===== config.mk =====
export PLATFORM = sky130hd
export DESIGN_NAME = serial_adder
export DESIGN_NICKNAME = d
export VERILOG_FILES = /design/src/rtl/full_adder_dataflow.sv /design/src/rtl/serial_adder.sv
export SDC_FILE = /design/constraint.sdc
export NUM_CORES = 1
export LEC_CHECK = 0
export CAP_MARGIN = 20
export CORE_ASPECT_RATIO = 1.1
export CORE_MARGIN = 3
export CORE_UTILIZATION = 55
export DETAILED_ROUTE_END_ITERATION = 10
export DONT_BUFFER_PORTS = 1
export PLACE_DENSITY = 0.7
export SYNTH_ARGS = -nofsm -noshare
export SYNTH_HDL_FRONTEND = slang
export SYNTH_SLANG_ARGS = --single-unit

===== constraint.sdc =====
create_clock -name clk -period 2.1 [get_ports clk]
set_input_delay 0.105 -clock clk [delete_from_list [all_inputs] [get_ports clk]]
set_output_delay 0.105 -clock clk [all_outputs]
set_load 0.02 [all_outputs]

===== src/rtl/full_adder_dataflow.sv =====
// Single-bit full adder cell, pure dataflow.
// Latency: combinational, zero cycles.
// Backpressure: none, no handshake at this level.
module full_adder_dataflow (
    input  logic a,
    input  logic b,
    input  logic cin,
    output logic s,
    output logic cout
);

    logic p;

    // Propagate term is shared by the sum and the carry.
    assign p    = a ^ b;
    assign s    = p ^ cin;
    assign cout = (a & b) | (cin & p);

endmodule


===== src/rtl/serial_adder.sv =====
// Bit-serial WIDTH-bit adder: LSB first, one bit per clock through one full-adder cell.
// Latency: WIDTH+1 cycles from input handshake to out_valid; initiation interval WIDTH+2.
// Backpressure: result held in DONE while out_ready=0; in_ready stays low until released.
module serial_adder #(
    parameter int WIDTH = 8
) (
    input  logic             clk,
    input  logic             rst,
    input  logic             in_valid,
    output logic             in_ready,
    input  logic [WIDTH-1:0] a,
    input  logic [WIDTH-1:0] b,
    input  logic             cin,
    output logic             out_valid,
    input  logic             out_ready,
    output logic [WIDTH-1:0] sum,
    output logic             cout,
    output logic             busy
);

    localparam logic [1:0] IDLE = 2'd0;
    localparam logic [1:0] RUN  = 2'd1;
    localparam logic [1:0] DONE = 2'd2;

    localparam int             CW   = $clog2(WIDTH);
    localparam logic [CW-1:0]  LAST = CW'(WIDTH - 1);

    logic [1:0]       state;
    logic [1:0]       state_d;
    logic [WIDTH-1:0] a_sh;
    logic [WIDTH-1:0] b_sh;
    logic             carry_q;
    logic [CW-1:0]    count;
    logic [WIDTH-1:0] sum_q;
    logic             cout_q;
    logic             fa_s;
    logic             fa_co;

    // Ripple increment built from gates; the full-adder cell is the only adder here.
    function automatic logic [CW-1:0] incr(input logic [CW-1:0] v);
        logic          c;
        logic [CW-1:0] r;
        c = 1'b1;
        for (int i = 0; i < CW; i++) begin
            r[i] = v[i] ^ c;
            c    = c & v[i];
        end
        return r;
    endfunction

    full_adder_dataflow u_fa (
        .a    (a_sh[0]),
        .b    (b_sh[0]),
        .cin  (carry_q),
        .s    (fa_s),
        .cout (fa_co)
    );

    // Next-state decode; unused encoding falls back to IDLE.
    always_comb begin
        state_d = state;
        case (state)
            IDLE:    if (in_valid)        state_d = RUN;
            RUN:     if (count == LAST)   state_d = DONE;
            DONE:    if (out_ready)       state_d = IDLE;
            default:                      state_d = IDLE;
        endcase
    end

    // State register plus operand shifters, carry, bit counter and result.
    always_ff @(posedge clk) begin
        if (rst) begin
            state   <= IDLE;
            a_sh    <= '0;
            b_sh    <= '0;
            carry_q <= 1'b0;
            count   <= '0;
            sum_q   <= '0;
            cout_q  <= 1'b0;
        end else begin
            state <= state_d;
            case (state)
                IDLE: begin
                    if (in_valid) begin
                        a_sh    <= a;
                        b_sh    <= b;
                        carry_q <= cin;
                        count   <= '0;
                        sum_q   <= '0;
                    end
                end
                RUN: begin
                    // Sum bits enter at the top so bit 0 lands at sum[0] after WIDTH shifts.
                    sum_q   <= {fa_s, sum_q[WIDTH-1:1]};
                    a_sh    <= {1'b0, a_sh[WIDTH-1:1]};
                    b_sh    <= {1'b0, b_sh[WIDTH-1:1]};
                    carry_q <= fa_co;
                    count   <= incr(count);
                    if (count == LAST) begin
                        cout_q <= fa_co;
                    end
                end
                default: begin
                end
            endcase
        end
    end

    assign in_ready  = (state == IDLE);
    assign busy      = (state == RUN);
    assign out_valid = (state == DONE);
    assign sum       = sum_q;
    assign cout      = cout_q;

endmodule


==> impl_results.md <==
- Status: finished clean
- Final GP Congestion: 0.705
- DRT iter0 DRCs: 23
- Starting density of the core: 0.600
- # rows: 17
- Hold_sp: in_valid
- Kind of critical path: register to register
- CTS tree: built
- First-pass GRT wire length: 5180 um
- DRC viols: 0
- Setup slack, reg-to-reg: 0.50 ns
- Slowest stage delay, CP: 0.42 ns
- Diode count: 0
- Reg2reg end: b_sh[2]
- CTS Buf Count: 5
- Worst Skew: 0.00483 ns
- Unrepaired setup endpoints after global routing: false
- Max-cap violation count: 0
- Initial antenna violation count: 0
- Post-Route Setup TNS: 0 ns
- Largest net degree at the start of global routing: 32
- Reg clk slew, reported paths: 0.09 ns
- I/O pins: 33
- Netlist Area Pre-Place: 1250 um2
- Synth Net Count: 154
- GRT overflow: 0
- Required @ worst endpoint: 2.33 ns
- Final WS setup: 0.502 ns
- Area leader, netlist: dfxtp_1
- EDFF count, synth: 0
- Main area contributors after synthesis: dfxtp_1 50%, o221a_1 9.0%, a22oi_1 6.6%
- Synthesized instance count: 130
- Avg Synthesized Cell Area: 9.61 um2
- Min-delay worst type: primary input to register
- Hpwl dp: 1850 um
- Root buf cell: clkbuf_4
- Num Clock Sinks: 31
- DR vias/cell: 5.81
- Clock latency on the worst-skew pair: 0.34 ns
- WL final: 3000 um
- CP delay by family, top: simple AND/OR/NAND/NOR gates
- Core region area: 2080 um2
- Post-synthesis sequential area ratio: 0.496
- Post-CTS Setup Inserts: 0
- Die area: 2880 um2
- DRT Pass-1 Iters: 4
- Post-route ant nets: 0
- Die W: 51.5 um
- H-tree depth: 2
- Async SR Flop Fraction: 0
- Number of buffers added on ports: 0
- DP Worst Slack: 0.533 ns
- Crit path cell chain: nor2_2 -> nand2_1 -> o221a_2
- Most frequently used flop master after synthesis: dfxtp_1
- Fmax: 626 MHz
- Hold Worst Slack: 0.100 ns
- Share of layout cells above drive strength 1: 0.118
- Worst Hold End: a_sh[7]
- Synth top cells by count: 31 x dfxtp_1, 19 x inv_1, 16 x a21oi_1
- Hold Crit Depth: 3
- Final nets: 175
- Routed len/inst: 16.7 um
- R2R cell count: 3
- Period minus WS final: 1.60 ns
- Worst Path Arrival: 1.83 ns
- Synthesis-to-layout area growth: 21.3%
- VDD IR max: 0.552 mV
- Vias in the first global route: 1159
- PostCTS Resize Cnt: 0
- Buf/Inv on CP: 0
- Register bit total from synthesis: 31
- Hold Violations, Final: 0
- GRT Overall Usage: 0.243
- Actual slew at the worst max-slew pin: 1.06 ns
- Fin util: 0.727
- CP max FO: 15
- # setup viols final: 0
- Synth Warn #: 0
- Count of cell types in the netlist: 21
- Reg-to-Reg Start: state[1]
- Area share of the largest cell type after synthesis: 0.496
- Chip height: 56 um
- Vias: 1046
- Clock Tree Buf Depth: 2
- Pwr/cell area: 750 nW/um2
- Max-slew violation count: 0
- Count leader, synth: dfxtp_1
- Stages on worst setup path: 3
- Tcrit/Tclk final: 0.761
- Crit start category: register
- Slowest CP cell: o221a_2
- Slew headroom: 0.288
- Leak: 0.596 nW
- Worst Setup End Kind: register
-- repair_timing --
action,CTS,global route
setup endpoints to repair,0,0
endpoints found under the hold margin,31,0
hold buffers,20,0
-- metrics by stage --
stage / power, mW / cell area, um2 / cells
after floorplan: 0.753 / 1250 / 130
after global placement: 0.764 / 1260 / 152
after detailed placement: 0.773 / 1260 / 152
after CTS: 1.13 / 1520 / 180
after global routing: 1.19 / 1520 / 180
final: 1.14 / 1520 / 180
-- worst register-to-register path, cell delays in order, from the launching register on --
cell	delay (ns)
dfxtp_1	0.36
nor2_2	0.32
nand2_1	0.39
o221a_2	0.42
-- cells in the final DEF (no fill, tap or decap) --
master / count
a32oi_1: 2
mux2i_1: 1
and2b_1: 1
a311oi_1: 1
ha_1: 2
o221a_1: 10
nand2_1: 1
buf_4: 3
nor2_1: 15
nor2b_1: 1
nor2_2: 2
o21bai_1: 1
a22oi_1: 11
clkbuf_4: 5
dfxtp_1: 31
o221a_2: 5
fa_1: 1
a211oi_1: 1
inv_1: 19
dlygate4sd3_1: 20
clkinv_2: 3
a21oi_1: 16
-- cells by family after synthesis --
kind of cell | after synthesis | share of synthesized area
AOI/OAI and AO/OA | 47 | 0.298
adders and majority gates | 3 | 0.0360
buffers and inverters | 28 | 0.0921
DFF | 31 | 0.497
muxes | 1 | 0.00801
and+or+nand+nor | 20 | 0.0691
-- metal layers --
layer	GRT usage	routed length (um)	up-vias
li1	-	-	506
met1	0.250	1190	490
met2	0.395	1480	40
met3	0.121	246	10
met4	0.127	91	0
met5	0	0	-
-- power by group --
part / switching [mW] / internal, mW
Combinational: 0.0821 / 0.0755
Sequential: 0.0253 / 0.621
Clock: 0.209 / 0.124
Total: 0.317 / 0.821
-- sequential cells by signal (all words and copies together) (netlist names) --
register	cells
a_sh	8
b_sh	8
carry_q	1
count	3
cout	1
state	2
sum	8
-- cell type report --
cell class              count  area [um2]
well taps                  28        35.0
inverters                  19        71.3
flip-flops and latches     31         621
repair buffers             23         223
fillers                   171         568
clock inverters             3        15.0
clock buffers               5        37.5
multi-input cells          71         514
-- worst max-delay path by stage --
stage                        start  slack (ns)  endpoint
final                     state[1]        0.50   b_sh[2]
after global routing      state[0]        0.38   b_sh[2]
after CTS                 state[0]        0.50   carry_q
after detailed placement  state[1]        0.53   b_sh[2]
after global placement    state[1]        0.58   b_sh[0]
after floorplan           state[1]        0.78   a_sh[0]
Power figures use the tool's default switching activity.
